==> src/rtl/mo_add_pkg.sv <==
// Shared defaults and FSM encoding for the multi-operand accumulate/resolve adder.
package mo_add_pkg;

    localparam int unsigned N_OPS_DEF = 9;
    localparam int unsigned W_IN_DEF  = 16;
    localparam int unsigned W_OUT_DEF = 20;
    localparam int unsigned CNT_W     = 4;

    typedef enum logic [1:0] {
        IDLE    = 2'd0,
        ACCUM   = 2'd1,
        RESOLVE = 2'd2,
        DONE    = 2'd3
    } state_e;

endpackage

==> src/rtl/carry_look_ahead_20_bit.sv <==
// 20-bit adder: 4-bit lookahead groups with a lookahead carry chain across the five groups.
module carry_look_ahead_20_bit (
    input  logic [19:0] a_i,
    input  logic [19:0] b_i,
    input  logic        cin_i,
    output logic [19:0] sum_o,
    output logic        cout_o
);

    localparam int unsigned W    = 20;
    localparam int unsigned BLK  = 4;
    localparam int unsigned NBLK = 5;

    logic [W-1:0]    g;
    logic [W-1:0]    p;
    logic [W:0]      c;
    logic [NBLK:0]   cb;
    logic [NBLK-1:0] gg;
    logic [NBLK-1:0] gp;

    always_comb begin
        g  = a_i & b_i;
        p  = a_i ^ b_i;
        gg = '0;
        gp = '1;
        cb = '0;
        c  = '0;
        // Group generate/propagate
        for (int k = 0; k < int'(NBLK); k++) begin
            for (int j = 0; j < int'(BLK); j++) begin
                gg[k] = g[k*BLK+j] | (p[k*BLK+j] & gg[k]);
                gp[k] = gp[k] & p[k*BLK+j];
            end
        end
        cb[0] = cin_i;
        for (int k = 0; k < int'(NBLK); k++) begin
            cb[k+1] = gg[k] | (gp[k] & cb[k]);
        end
        for (int k = 0; k < int'(NBLK); k++) begin
            c[k*BLK] = cb[k];
            for (int j = 1; j < int'(BLK); j++) begin
                c[k*BLK+j] = g[k*BLK+j-1] | (p[k*BLK+j-1] & c[k*BLK+j-1]);
            end
        end
        c[W]   = cb[NBLK];
        sum_o  = p ^ c[W-1:0];
        cout_o = c[W];
    end

endmodule

==> src/rtl/csa.sv <==
// 3:2 carry-save compressor; carry_o is already shifted left one place and truncated to W.
module csa #(
    parameter int unsigned W = 20
) (
    input  logic [W-1:0] a_i,
    input  logic [W-1:0] b_i,
    input  logic [W-1:0] c_i,
    output logic [W-1:0] sum_o,
    output logic [W-1:0] carry_o
);

    always_comb begin
        sum_o   = a_i ^ b_i ^ c_i;
        carry_o = '0;
        for (int i = 1; i < int'(W); i++) begin
            carry_o[i] = (a_i[i-1] & b_i[i-1]) | (a_i[i-1] & c_i[i-1]) | (b_i[i-1] & c_i[i-1]);
        end
    end

endmodule

==> src/rtl/multi_operand_add_ctrl.sv <==
// Sums N_OPS streamed operands in carry-save form, then resolves with a single CLA pass.
module multi_operand_add_ctrl
    import mo_add_pkg::*;
#(
    parameter int unsigned N_OPS = N_OPS_DEF,
    parameter int unsigned W_IN  = W_IN_DEF,
    parameter int unsigned W_OUT = W_OUT_DEF
) (
    input  logic             clk,
    input  logic             rst_n,
    input  logic             start,
    input  logic             abort,
    input  logic             op_valid,
    input  logic [W_IN-1:0]  op_data,
    output logic             op_ready,
    output logic             res_valid,
    output logic [W_OUT-1:0] res_data,
    output logic             res_cout,
    input  logic             res_ready,
    output logic             busy,
    output logic [CNT_W-1:0] op_count
);

    state_e             state_q,     state_d;
    logic [W_OUT-1:0]   sum_q,       sum_d;
    logic [W_OUT-1:0]   carry_q,     carry_d;
    logic [CNT_W-1:0]   cnt_q,       cnt_d;
    logic [W_OUT-1:0]   res_data_q,  res_data_d;
    logic               res_cout_q,  res_cout_d;
    logic               res_valid_q, res_valid_d;
    logic               op_ready_q,  op_ready_d;
    logic               busy_q,      busy_d;

    logic [W_OUT-1:0]   x_ext;
    logic [W_OUT-1:0]   csa_sum;
    logic [W_OUT-1:0]   csa_carry;
    logic [W_OUT-1:0]   cla_sum;
    logic               cla_cout;

    assign x_ext = W_OUT'(op_data);

    csa #(
        .W (W_OUT)
    ) u_csa (
        .a_i     (sum_q),
        .b_i     (carry_q),
        .c_i     (x_ext),
        .sum_o   (csa_sum),
        .carry_o (csa_carry)
    );

    carry_look_ahead_20_bit u_cla (
        .a_i    (sum_q),
        .b_i    (carry_q),
        .cin_i  (1'b0),
        .sum_o  (cla_sum),
        .cout_o (cla_cout)
    );

    // Next-state and registered-output logic; abort wins over operand acceptance
    always_comb begin
        state_d    = state_q;
        sum_d      = sum_q;
        carry_d    = carry_q;
        cnt_d      = cnt_q;
        res_data_d = res_data_q;
        res_cout_d = res_cout_q;

        unique case (state_q)
            IDLE: begin
                if (start) begin
                    state_d = ACCUM;
                    sum_d   = '0;
                    carry_d = '0;
                    cnt_d   = '0;
                end
            end
            ACCUM: begin
                if (abort) begin
                    state_d = IDLE;
                    cnt_d   = '0;
                end else if (op_valid) begin
                    sum_d   = csa_sum;
                    carry_d = csa_carry;
                    cnt_d   = cnt_q + CNT_W'(1);
                    if (cnt_q == CNT_W'(N_OPS - 1)) begin
                        state_d = RESOLVE;
                    end
                end
            end
            RESOLVE: begin
                if (abort) begin
                    state_d = IDLE;
                    cnt_d   = '0;
                end else begin
                    res_data_d = cla_sum;
                    res_cout_d = cla_cout;
                    state_d    = DONE;
                end
            end
            DONE: begin
                if (res_ready) begin
                    state_d = IDLE;
                end
            end
            default: state_d = IDLE;
        endcase

        op_ready_d  = (state_d == ACCUM);
        res_valid_d = (state_d == DONE);
        busy_d      = (state_d != IDLE);
    end

    always_ff @(posedge clk or negedge rst_n) begin
        if (!rst_n) begin
            state_q     <= IDLE;
            sum_q       <= '0;
            carry_q     <= '0;
            cnt_q       <= '0;
            res_data_q  <= '0;
            res_cout_q  <= 1'b0;
            res_valid_q <= 1'b0;
            op_ready_q  <= 1'b0;
            busy_q      <= 1'b0;
        end else begin
            state_q     <= state_d;
            sum_q       <= sum_d;
            carry_q     <= carry_d;
            cnt_q       <= cnt_d;
            res_data_q  <= res_data_d;
            res_cout_q  <= res_cout_d;
            res_valid_q <= res_valid_d;
            op_ready_q  <= op_ready_d;
            busy_q      <= busy_d;
        end
    end

    assign op_ready  = op_ready_q;
    assign res_valid = res_valid_q;
    assign res_data  = res_data_q;
    assign res_cout  = res_cout_q;
    assign busy      = busy_q;
    assign op_count  = cnt_q;

endmodule

==> config.mk <==
export PLATFORM = sky130hd
export DESIGN_NAME = multi_operand_add_ctrl
export DESIGN_NICKNAME = d
export VERILOG_FILES = /design/src/rtl/mo_add_pkg.sv /design/src/rtl/carry_look_ahead_20_bit.sv /design/src/rtl/csa.sv /design/src/rtl/multi_operand_add_ctrl.sv
export SDC_FILE = /design/constraint.sdc
export NUM_CORES = 1
export LEC_CHECK = 0
export ABC_AREA = 1
export CAP_MARGIN = 20
export CORE_MARGIN = 8
export CORE_UTILIZATION = 50
export DETAILED_ROUTE_END_ITERATION = 6
export PLACE_DENSITY = 0.79
export SYNTH_ARGS = -nofsm -noshare
export SYNTH_HDL_FRONTEND = slang
export SYNTH_SLANG_ARGS = --single-unit
==> constraint.sdc <==
create_clock -name clk -period 3.48 [get_ports clk]
set_input_delay 0.696 -clock clk [delete_from_list [all_inputs] [get_ports clk]]
set_output_delay 0.696 -clock clk [all_outputs]
set_load 0.005 [all_outputs]
==> results of run 1 <==
==> worst reg2reg max path: stages (launching register included) <==
cell     delay (ns)
dfrtp_1        0.38
ha_1           0.21
fa_2           0.34
fa_2           0.36
nand3_1        0.09
nor2_1         0.04
nor2_1         0.08
nand2_1        0.07
nand2_1        0.06
nand2_1        0.07
buf_4          0.14
fa_1           0.39
fa_2           0.37
fa_2           0.36
xnor2_2        0.15
o21ai_1        0.06
==> timing repair <==
action	in CTS	in global routing
resized for setup	1	10
setup endpoints to repair	1	5
pin swaps	0	2
==> final cells by class <==
cell class	instances	area (um^2)
Multi-Input combinational cell	245	1860
Sequential cell	69	1730
Tap cell	102	128
Inverter	60	225
Fill cell	616	2860
Clock inverter	6	87.6
Clock buffer	10	128
Timing Repair Buffer	62	596
==> registers in the layout, indices dropped and copies added, names as in the netlist, 2 cells and up <==
name and flops:
sum_q 20, carry_q 19, op_count 4, state_q 2, res_data 20
==> cell families after synthesis <==
group | Yosys count
and+or+nand+nor | 128
buffers and inverters | 75
DFF | 69
AOI/OAI and AO/OA | 63
adders and majority gates | 49
xor gates and xnor gates | 5
==> power by group through the flow <==
| stage | registers [mW] | clock network, mW | logic (mW) |
|---|---|---|---|
| 2_1_floorplan | 1.04 | 0 | 0.307 |
| 3_3_place_gp | 1.05 | 0 | 0.526 |
| 3_5_place_dp | 1.06 | 0 | 0.551 |
| 4_1_cts | 1.04 | 0.734 | 0.556 |
| 5_1_grt | 1.06 | 0.771 | 0.631 |
| 6_report | 1.04 | 0.724 | 0.554 |
==> synth_stat cells (4+ instances only) <==
| master | count | share of area, % |
|---|---|---|
| inv_1 | 57 | 5.5 |
| o22ai_2 | 6 | 1.9 |
| xnor2_1 | 4 | 0.91 |
| a21oi_1 | 11 | 1.4 |
| nand2_1 | 67 | 6.5 |
| clkbuf_1 | 4 | 0.39 |
| nand3_1 | 42 | 5.4 |
| o21ai_0 | 38 | 4.9 |
| dfrtp_1 | 69 | 45 |
| fa_1 | 29 | 15 |
| buf_2 | 6 | 0.78 |
| ha_1 | 20 | 6.5 |
| o21ai_2 | 5 | 1.1 |
| nor2_1 | 8 | 0.78 |
==> stage by stage <==
stage / worst slack, ns / instances
3_5_place_dp: 0.0153 / 538
3_3_place_gp: 0.0814 / 537
4_1_cts: 0.0321 / 554
5_1_grt: 0.00137 / 554
2_1_floorplan: 0.130 / 389
6_report: 0.180 / 554
==> layer usage <==
layer | vias to the layer above | global-route usage, %
met1 | 1433 | 20.0
met2 | 75 | 27.1
met5 | - | 0
met4 | 0 | 6.62
li1 | 1360 | -
met3 | 10 | 4.65
==> how the worst max path moves through the flow <==
| stage | startpoint | endpoint | slack [ns] |
|---|---|---|---|
| after CTS | sum_q[1] | res_data[19] | 0.03 |
| after floorplan | sum_q[1] | res_data[19] | 0.13 |
| after detailed placement | sum_q[1] | res_data[19] | 0.02 |
| after global placement | sum_q[1] | res_data[19] | 0.08 |
| after global routing | sum_q[1] | res_data[15] | 0.001 |
| final | sum_q[1] | res_data[15] | 0.18 |
==> cells in the final DEF, fill, tap and decap left out, drive strengths merged, types with 4 or more instances in the layout <==
master	count
xnor2	4
clkdlybuf4s50	48
a21oi	11
buf	14
fa	29
o22ai	7
nand3	42
inv	60
clkbuf	10
dfrtp	69
o21ai	43
nor2	10
ha	20
nand2	71
clkinv	4
==> flow_summary.json, run 1 <==
{
  "cp.required_ns": 3.72,
  "grt_max_degree": 40,
  "combPwrFrac_pct": 23.9,
  "core-area_um2": 7610,
  "timing.reg2reg.setup_slack_ns": 0.18,
  "fin_crit_ns": 3.30,
  "synth_warnings": 0,
  "hpwlAfterDp_mm": 6.06,
  "start_util_pct": 50.8,
  "synth_xor_area_share_pct": 1.13,
  "power.net_switching_mw": 0.730,
  "synth_seq_cells": 69,
  "crit_chain": "ha_1 > fa_2 > fa_2 > nand3_1 > nor2_1 > nor2_1 > nand2_1 > nand2_1 > nand2_1 > buf_4 > fa_1 > fa_2 > fa_2 > xnor2_2 > o21ai_1",
  "setup_violations": 0,
  "antenna_found_initial": 0,
  "max_slew_margin_pct": 71.5,
  "drive_above_1_share_pct": 13.3,
  "first_global_vias": 3045,
  "area_delta_synth_final_pct": 22.9,
  "die_y_um": 104,
  "crit_cells": 15,
  "powerDensity_nw_per_um2": 488,
  "numPortBuffers": 49,
  "grtUsageTotal_pct": 16.5,
  "synth_top_family_by_area": "adder cells",
  "r2r_end": "res_data[15]",
  "wl_per_cell_um": 15.3,
  "muxShareOfSynthArea_pct": 0,
  "clock_path_buffers": 2,
  "dieArea_um2": 10800,
  "drc": 0,
  "r2r-start": "sum_q[1]",
  "worstPathArrival_ns": 3.54,
  "nNetsFinal": 518,
  "numCtsBuffers": 9,
  "p_total_mw": 2.32,
  "ios": 50,
  "grt_pass1_wl_mm": 14.5,
  "hold_viol_final": 0,
  "synth-edff-count": 0,
  "cts_htree_levels": 3,
  "swShare_pct": 31.4,
  "rr_worst_depth": 15,
  "ys_types": 30,
  "min_path_type": "input port to asynchronous set/reset pin",
  "worst_hold_slack_ns": 0.257,
  "dpl_cell_area_um2": 4500,
  "synth_seq_area_share_pct": 44.6,
  "viasPerCell": 5.19,
  "drt-total-wl_mm": 8.49,
  "synth_compound_area_share_pct": 10.0,
  "synth_cells": 389,
  "p_clk_share_pct": 31.2,
  "async_flop_share_pct": 100,
  "pwr-share-seq_pct": 44.9,
  "slowest_stage": "fa_1",
  "end_kind": "flip-flop",
  "fin_area_um2": 4750,
  "ctsHoldBuffers": 0,
  "die_w_um": 104,
  "post_cts_buffers": 0,
  "wl_met2_mm": 4.30,
  "start_kind": "flip-flop",
  "max_stage_delay_ns": 0.39,
  "critical_path_buf_inv_count": 1,
  "insertion_delay_ns": 0.36,
  "antenna_cells": 0,
  "antenna_left": 0,
  "drtIter0Drc": 114,
  "fin_skew_ns": 0.00836,
  "cp_max_fo": 2,
  "fin_crit_sh_pct": 94.8,
  "globalplace.congestion": 0.779,
  "status": "completed",
  "wl_met3_um": 405,
  "clk_pin_slew_ns": 0.07,
  "cpMostUsedCell": "fa_2",
  "cts_sinks": 69,
  "synthAdderAreaFrac_pct": 21.5,
  "tns_ns": 0,
  "worstMarginPinSlew_ns": 0.428,
  "syn_avg_cell_area_um2": 9.94,
  "dr.pass1.iters": 4,
  "placement_rows": 32,
  "drt-met1-wl_mm": 3.63,
  "power.internal_mw": 1.59,
  "synthSimpleGateAreaFrac_pct": 14.7,
  "rsz0062_at_grt": "no",
  "cts_tree": "built",
  "grt_overflow": 0,
  "max_freq_mhz": 303,
  "vdd_ir_drop_max_uv": 270,
  "postLayoutCoreUtil_pct": 62.5,
  "drv_slew": 0,
  "root_buffer": "clkbuf_8",
  "crit_type": "flip-flop to flip-flop",
  "dr_total_vias": 2878,
  "max-cap-violations": 0,
  "top_layer_used": "met4",
  "leakage_nw": 2.24,
  "dominantRegCellSynth": "dfrtp_1",
  "syn-num-nets": 460,
  "crit_family": "adder cells",
  "syn_area_um2": 3870
}
(Power assumes the default switching activity.)
==> run 2, diff against run 1 <==
--- a/config.mk
+++ b/config.mk
@@ -9,6 +9,7 @@
 export CAP_MARGIN = 20
 export CORE_MARGIN = 8
 export CORE_UTILIZATION = 50
+export CTS_CLUSTER_SIZE = 16
 export DETAILED_ROUTE_END_ITERATION = 6
 export PLACE_DENSITY = 0.79
 export SYNTH_ARGS = -nofsm -noshare
==> results of run 2 <==
The final DEF is identical to that of run 1; final timing and power are the same.
==> run 3, diff against run 2 <==
--- a/config.mk
+++ b/config.mk
@@ -5,13 +5,14 @@
 export SDC_FILE = /design/constraint.sdc
 export NUM_CORES = 1
 export LEC_CHECK = 0
-export ABC_AREA = 1
+export ABC_AREA = 0
 export CAP_MARGIN = 20
 export CORE_MARGIN = 8
-export CORE_UTILIZATION = 50
+export CORE_UTILIZATION = 51
+export CTS_BUF_LIST = sky130_fd_sc_hd__clkbuf_8
 export CTS_CLUSTER_SIZE = 16
 export DETAILED_ROUTE_END_ITERATION = 6
-export PLACE_DENSITY = 0.79
+export PLACE_DENSITY = 0.81
 export SYNTH_ARGS = -nofsm -noshare
 export SYNTH_HDL_FRONTEND = slang
 export SYNTH_SLANG_ARGS = --single-unit
==> run 3 against run 2 <==
Net effect: first-iteration DRC count is the same; flip-flop and latch count is the same; clock skew shrank 0.0014 ns; cell count shrank 16%; register-to-register slack lost 0.11 ns; wire length shrank 8.8%; die area shrank 6.1%; global-route usage grew 0.29 points; sequential power shrank 8%; sequential share of layout area grew 1.6 points; non-clock buffer count is the same; area after synthesis shrank 5.4%; critical endpoint is now res_data[19]; highest routed layer unchanged.
==> flow_summary.json, run 3 <==
{
  "cts_sinks": 69,
  "drive_above_1_share_pct": 12.0,
  "synth-edff-count": 0,
  "max-cap-violations": 0,
  "worstPathArrival_ns": 3.67,
  "die_w_um": 101,
  "fin_skew_ns": 0.00698,
  "vdd_ir_drop_max_uv": 226,
  "root_buffer": "clkbuf_8",
  "fin_area_um2": 4550,
  "start_util_pct": 51.6,
  "ys_types": 39,
  "fin_crit_ns": 3.41,
  "max_slew_margin_pct": 59.2,
  "antenna_found_initial": 0,
  "hold_viol_final": 0,
  "drt-total-wl_mm": 7.74,
  "core-area_um2": 7100,
  "multiInputGateArea_um2": 1850,
  "min_path_type": "input port to asynchronous set/reset pin",
  "powerDensity_nw_per_um2": 438,
  "ios": 50,
  "setup_violations": 0,
  "wl_per_cell_um": 16.7,
  "async_flop_share_pct": 100,
  "yosys.area.top_type": "dfrtp_1",
  "synth_seq_cells": 69,
  "dr.pass1.iters": 4,
  "globalplace.congestion": 0.790,
  "drtIter0Drc": 114,
  "rsz0062_at_grt": "yes",
  "fin_ws_ns": 0.0709,
  "cp_max_fo": 3,
  "final_cell_mix": "69 x dfrtp_1, 58 x nand2_1, 48 x clkdlybuf4s50_1, 40 x a22o_1, 22 x fa_1",
  "synth_most_common_cell": "dfrtp_1",
  "numPortBuffers": 49,
  "synth_cells": 303,
  "fin_crit_sh_pct": 98.0,
  "use_met2_pct": 26.4,
  "critical_path_buf_inv_count": 0,
  "area_delta_synth_final_pct": 24.3,
  "cp.required_ns": 3.74,
  "max_stage_delay_ns": 0.41,
  "drc": 0,
  "grt_overflow": 0,
  "rr_worst_depth": 11,
  "leakage_nw": 2.21,
  "pre_cts_ws_ns": -0.105,
  "synth_warnings": 0,
  "hpwlAfterDp_mm": 5.38,
  "clk_pin_slew_ns": 0.07,
  "crit_family": "adder cells",
  "crit_type": "flip-flop to flip-flop",
  "grt.met1_usage_pct": 21.4,
  "syn_avg_cell_area_um2": 12.1,
  "dpl.cell_count": 447,
  "drv_slew": 0,
  "antenna_cells": 0,
  "numCtsBuffers": 9,
  "synth_seq_area_share_pct": 47.2,
  "max_freq_mhz": 293,
  "syn-num-nets": 374,
  "crit_chain": "ha_2 > fa_2 > fa_2 > a311o_1 > o21ai_2 > o21bai_2 > fa_2 > fa_2 > fa_2 > xnor2_2 > o21ai_1",
  "dieArea_um2": 10100,
  "synth_top_area_share_pct": 47.2,
  "grt_max_degree": 48,
  "syn_area_um2": 3660,
  "slowest_stage": "dfrtp_1",
  "crit_cells": 11,
  "busiest_layer": "met2",
  "regArea_um2": 1730,
  "grtUsageTotal_pct": 16.8,
  "status": "completed",
  "final_cells": 465,
  "start_kind": "flip-flop",
  "die_y_um": 101,
  "dpl_cell_area_um2": 4270,
  "grt_use_met3_pct": 3.87,
  "layout_commonest_cell": "dfrtp_1",
  "cts_tree": "built",
  "insertion_delay_ns": 0.35,
  "end_kind": "flip-flop",
  "fill_cells": 541,
  "netlist_top_cells_area": "dfrtp_1 47%, fa_1 16%, a22o_1 9.6%",
  "p_total_mw": 1.99,
  "nNetsFinal": 432,
  "tns_ns": 0,
  "ys_top_cells_by_count": "69 x dfrtp_1, 58 x nand2_1, 40 x a22o_1",
  "worstMarginPinSlew_ns": 0.612,
  "antenna_left": 0,
  "placement_rows": 31,
  "dominantRegCellSynth": "dfrtp_1",
  "viasPerCell": 5.50,
  "grt_pass1_wl_mm": 13.2,
  "first_global_vias": 2712,
  "cpMostUsedCell": "fa_2",
  "clock_path_buffers": 2,
  "cts_htree_levels": 3,
  "dr_total_vias": 2559
}
==> run 3: changes by cell type in the layout (fill, tap and decap cells not counted), sizes merged, moves of 3 or more <==
cell | previous run | this run
a22o | 0 | 40
clkinv | 4 | 1
inv | 60 | 12
nand2 | 71 | 58
nand3 | 42 | 1
nor2 | 10 | 0
o21ai | 43 | 15
o22ai | 7 | 1
==> run 3: through the flow <==
step	utilization, %	hold WS [ns]
after CTS	63.4	0.484
final	64.1	0.252
after floorplan	-	0.400
after global routing	64.1	0.254
after detailed placement	60.1	0.466
after global placement	60.1	0.459
==> run 3: final timing paths <==
path | slack [ns] | startpoint | endpoint
max in group asynchronous | 2.59 | rst_n | carry_q[14]
hold reg to reg | 0.48 | res_data[7] | res_data[7]
setup / recovery | 0.07 | sum_q[1] | res_data[19]
setup reg to reg | 0.07 | sum_q[1] | res_data[19]
min in group clk | 0.48 | res_data[7] | res_data[7]
hold / removal | 0.25 | rst_n | op_ready
==> run 3: cell type report <==
| cell class | instances | area share (%) |
|---|---|---|
| tap | 99 | 2.72 |
| sequential | 69 | 37.9 |
| timing repair buffer | 62 | 13.1 |
| inverter | 11 | 0.907 |
| clock inverter | 4 | 1.02 |
| clock buffer | 12 | 3.63 |
| multi-input combinational | 208 | 40.7 |
==> run 3: per-layer routing <==
layer / part of all wire [%] / vias to the layer above / wire length [um]
li1: - / 1177 / -
met1: 44 / 1313 / 3380
met2: 51 / 58 / 3940
met3: 3.6 / 11 / 279
met4: 1.9 / 0 / 145
met5: 0 / - / 0
==> run 3: kinds of logic after synthesis <==
family          count (synthesis)  share of synthesized area (%)
simple gates                   77                           9.71
fa+ha+maj                      49                           22.7
mux                             1                          0.274
buf+inv                        26                           3.56
flops                          69                           47.2
xor+xnor                        4                          0.957
compound gates                 77                           15.6
==> run 3: timing repair <==
action | 4_1_cts | 5_1_grt
resized for setup | 6 | 7
setup buffers | 0 | 1
pin swaps | 2 | 9
hold buffers | 0 | 0
setup endpoints to repair | 3 | 5
gates cloned | 0 | 0
==> run 3: worst reg2reg max path, stage by stage, from the launching register on <==
cell	delay, ns
dfrtp_1	0.41
ha_2	0.20
fa_2	0.34
fa_2	0.37
a311o_1	0.28
o21ai_2	0.19
o21bai_2	0.10
fa_2	0.38
fa_2	0.39
fa_2	0.39
xnor2_2	0.14
o21ai_1	0.15
==> run 3: report_power, final <==
group	internal (mW)	leakage [nW]	switching [mW]
sequential	0.864	0.942	0.0902
clock	0.386	0.110	0.304
combinational	0.180	1.16	0.170
total	1.43	2.21	0.564
==> RTL edit 1: new RTL, config.mk and constraints of run 3 <==
`res_data_q` no longer has a reset.
--- a/src/rtl/multi_operand_add_ctrl.sv
+++ b/src/rtl/multi_operand_add_ctrl.sv
@@ -117,7 +117,6 @@
             sum_q       <= '0;
             carry_q     <= '0;
             cnt_q       <= '0;
-            res_data_q  <= '0;
             res_cout_q  <= 1'b0;
             res_valid_q <= 1'b0;
             op_ready_q  <= 1'b0;
@@ -127,12 +126,15 @@
             sum_q       <= sum_d;
             carry_q     <= carry_d;
             cnt_q       <= cnt_d;
-            res_data_q  <= res_data_d;
             res_cout_q  <= res_cout_d;
             res_valid_q <= res_valid_d;
             op_ready_q  <= op_ready_d;
             busy_q      <= busy_d;
         end
+    end
+
+    always_ff @(posedge clk) begin
+        res_data_q <= res_data_d;
     end
 
     assign op_ready  = op_ready_q;
Check against the original RTL: same outputs for any inputs over 10 cycles, from zero or initial values and one cycle with rst_n low; that may be too few to reach the edited logic, so the function may still have changed.
==> RTL edit 1 against run 3 <==
Die area shrank 3.8%; critical endpoint is now res_data[19]; total power down 2.3%; largest power group unchanged; final area shrank 4.5%; maximum frequency increased by 1.8%; clock skew fell by 3.9 ps; synthesized area is 4.5% lower; critical path type unchanged; sequential cell count unchanged; final cell count decreased by 17%; routed wire length decreased by 10%; setup slack better by 62 ps.
==> RTL edit 1: results (changes against run 3) <==
Worst setup path
  – Worst r2r path cells: 10 (-1)
  – R2R setup slack: 130 ps (+60 ps)
  – Crit path DAT: 3440 ps (-230 ps)
  – RR Startpoint: carry_q[1]
  – R2R Path End: res_data[19]

Synth
  – Seq/Total Area, Yosys: 52.3% (+5.1 points)
  – Post-synth EDFFs: 20 (+20)
  – Synth Area in XOR/XNOR: 1.00% (+0.045 points)
  – Async S/R FF share, synth: 71.0% (-29 points)
  – Synth cell count leaders: 49 x dfrtp_1, 40 x a22o_1, 29 x fa_1
  – Distinct cell type count after synthesis: 40 (+2.6%)

Pwr
  – Worst vdd ir: 0.185 mV (-18%)
  – Leakage power: 0.00200 uW (-9.5%)
  – Sequential power: 998 uW (+4.6%)
  – Clock network power share: 31.6% (-3.0 points)
  – Sw frac: 27.7% (-0.59 points)

GRT
  – Total GRT Usage: 15.3% (-1.4 points)
  – Vias in the first global route: 2337 (-14%)
  – First-pass GRT wire length: 11800 um (-11%)
  – Pin count of the biggest net entering global routing: 50 (+4.2%)

Finish
  – Nets: 373 (-14%)
  – Share of layout cells above drive strength 1: 12.4% (+0.36 points)

Outcome
  – Status: finished, final reports clean

Drt
  – Final WL: 6960 um (-10%)
  – Drt initial violations: 122 (+7.0%)

Placement
  – Setup WS pre-CTS: -157 ps (-51.6 ps)
  – RD Place Congestion: 0.768 (-2.8%)
  – Final HPWL DP: 4880 um (-9.3%)

Timing
  – Hold Worst Slack: 214 ps (-38.0 ps)
==> RTL edit 1: cell types whose count changed in the layout (fill, tap and decap cells not counted), sizes merged, moves of 2 or more <==
cell / before / now
xnor2: 3 / 1
inv: 12 / 14
xor2: 1 / 3
dfrtp: 69 / 49
o21ai: 15 / 11
nand2: 58 / 7
buf: 14 / 12
edfxtp: 0 / 20
==> RTL edit 1: repair_timing <==
action                     4_1_cts  5_1_grt
gates resized for setup          5        5
pin swaps                        2        4
hold buffers                     0        0
buffers inserted                 0        1
setup endpoints to repair        3        5
==> RTL edit 1: worst max-delay path by stage <==
stage / endpoint / startpoint / cells after the start
finish: res_data[19] / carry_q[1] / 10
global route: res_data[19] / carry_q[1] / 10
CTS: res_data[19] / sum_q[1] / 10
detailed placement: res_data[19] / sum_q[1] / 10
global placement: res_data[19] / sum_q[1] / 10
floorplan: res_data[19] / sum_q[1] / 10
==> RTL edit 1: critical path, stage by stage (launching register included) <==
cell      delay (ps)
dfrtp_1          400
ha_2             190
fa_2             340
fa_2             380
a311o_1          290
o21ai_2          180
o21bai_1         130
fa_2             350
fa_2             350
fa_2             340
xor2_1           160
==> RTL edit 1: per-layer routing <==
layer	track usage [%]	up-vias	share of wire (%)	routed length, um
met5	0	-	0	0
met4	7.20	0	1.7	119
met3	4.58	11	5.3	372
met2	24.1	65	49	3430
met1	18.9	1111	44	3040
li1	-	1021	-	-
==> RTL edit 1: final cells by class <==
cell class,instances,area [um^2]
clock inverter,3,11.3
timing repair buffer,60,581
tap,80,100
fill,475,2370
inverter,11,41.3
sequential,69,1830
clock buffer,13,179
multi-input combinational,151,1610
==> RTL edit 1: stage by stage <==
step / instances / util [%]
finish: 387 / 64.7
CTS: 385 / 64.1
global route: 387 / 64.7
floorplan: 241 / -
global placement: 369 / 61.1
detailed placement: 369 / 61.1
==> RTL edit 2: new RTL, config.mk and constraints of run 3 <==
Made on the original files. The package constant `CNT_W` goes from 4 to 6.
--- a/src/rtl/mo_add_pkg.sv
+++ b/src/rtl/mo_add_pkg.sv
@@ -4,7 +4,7 @@
     localparam int unsigned N_OPS_DEF = 9;
     localparam int unsigned W_IN_DEF  = 16;
     localparam int unsigned W_OUT_DEF = 20;
-    localparam int unsigned CNT_W     = 4;
+    localparam int unsigned CNT_W     = 6;
 
     typedef enum logic [1:0] {
         IDLE    = 2'd0,
Interface: changed (resized op_count); port bits go from 50 to 52. The function was not compared with the original's and may differ.
==> RTL edit 2 against run 3 <==
Final area increased by 3.3%; routed wire length increased by 3.8%; total power decreased by 4.6%; clock power decreased by 7.4%; setup slack improved by 44 ps; synthesized area increased by 4.6%; hold slack improved by 190 ps; sequential cell count increased by 2; highest routed layer unchanged.
==> RTL edit 2: results (changes against run 3) <==
Outcome
  – Status: finished, final reports clean

Synth
  – Distinct cell type count after synthesis: 41 (+5.1%)
  – Syn Nets: 392 (+4.8%)
  – Seq/Total Area, Yosys: 46.4% (-0.77 points)
  – Dominant cells by area after synthesis: dfrtp_1 46%, fa_1 15%, a22o_1 8.9%
  – Avg Cell Area, Syn: 11.9 um^2 (-1.3%)
  – Synth cell count leaders: 71 x dfrtp_1, 61 x nand2_1, 39 x a22o_1

Drt
  – WL met1: 3410 um (+0.86%)
  – Drt initial violations: 167 (+46%)
  – Met2 WL post-DR: 3960 um (+0.56%)
  – Wire per inst: 16.6 um (-0.52%)
  – Detail Route met3 WL: 529 um (+90%)

Finish
  – Nets: 452 (+4.6%)
  – Share of layout cells above drive strength 1: 12.7% (+0.67 points)

Placement
  – Setup WS pre-CTS: -199 ps (-93.4 ps)
  – Post-Place Cells: 468 (+4.7%)
  – Port Buf Inserts: 51 (+4.1%)
  – Final HPWL DP: 5650 um (+5.0%)
  – RD Place Congestion: 0.787 (-0.37%)

Pwr
  – Leakage power: 0.00228 uW (+3.2%)
  – Power Internal: 1370 uW (-4.1%)
  – Worst vdd ir: 0.260 mV (+15%)
  – Combinational Power Share: 16.4% (-1.2 points)
  – Sw frac: 27.9% (-0.41 points)

Worst setup path
  – CP max stage delay: 380 ps (-30 ps)
  – R2R setup slack: 120 ps (+40 ps)
  – Worst r2r path cells: 12 (+1)
  – Crit path DAT: 3630 ps (-40 ps)

GRT
  – Routing usage on met1: 19.8% (-1.6 points)
  – GRT met3 Usage: 4.25% (+0.39 points)
  – M2 GR Usage: 26.6% (+0.13 points)
  – First-pass GRT wire length: 13500 um (+1.7%)

Timing
  – Worst-Margin Slew: 806 ps (+194 ps)
  – Upper clock frequency limit: 297 MHz (+1.3%)
[RTL edit 2: cell count changes after synthesis, moves of 2 or more]
cell	change
a21oi_1	+7
nor2_1	+5
o21ai_0	-5
nor2b_1	+4
inv_1	-3
nand2_1	+3
nand2b_1	+3
buf_2	+2
clkbuf_1	-2
dfrtp_1	+2
inv_2	+2
nor4_1	+2
or4_1	+2
[RTL edit 2: worst min-delay path by stage]
stage	start	endpoint	slack, ps	cells after the start
6_report	rst_n	op_count[0]	440	1
5_1_grt	rst_n	sum_q[14]	490	1
4_1_cts	rst_n	res_data[10]	460	1
3_5_place_dp	res_data[2]	res_data[2]	460	2
3_3_place_gp	res_data[13]	res_data[13]	460	2
2_1_floorplan	rst_n	busy	400	0
[RTL edit 2: cells by family (layout without fill, tap and decap cells)]
group           Yosys count  count (layout)  share of synthesized area, %
xor+xnor                  5               5                          1.14
compound gates           78              78                          15.1
buf+inv                  25              90                          3.46
simple gates             91              91                          11.7
flops                    71              71                          46.4
mux                       2               2                         0.523
fa+ha+maj                49              49                          21.7
[RTL edit 2: timing repair]
action / in CTS / in global routing
setup endpoints to repair: 5 / 4
endpoints found under the hold margin: 0 / 0
pin swaps: 1 / 3
buffers inserted: 0 / 1
resized for setup: 5 / 7
[RTL edit 2: per-stage QoR]
step	hold WS [ps]	cell area, um^2
after floorplan	400	3830
after global placement	458	4470
after global routing	493	4700
after CTS	459	4670
final	442	4700
after detailed placement	462	4470
[RTL edit 2: cell type report]
class                   count  area, um^2
well taps                  99         124
clock buffers              10         138
multi-input cells         225        1960
flip-flops and latches     71        1780
fillers                   556        2550
repair buffers             64         616
clock inverters             6        52.6
inverters                  10        37.5
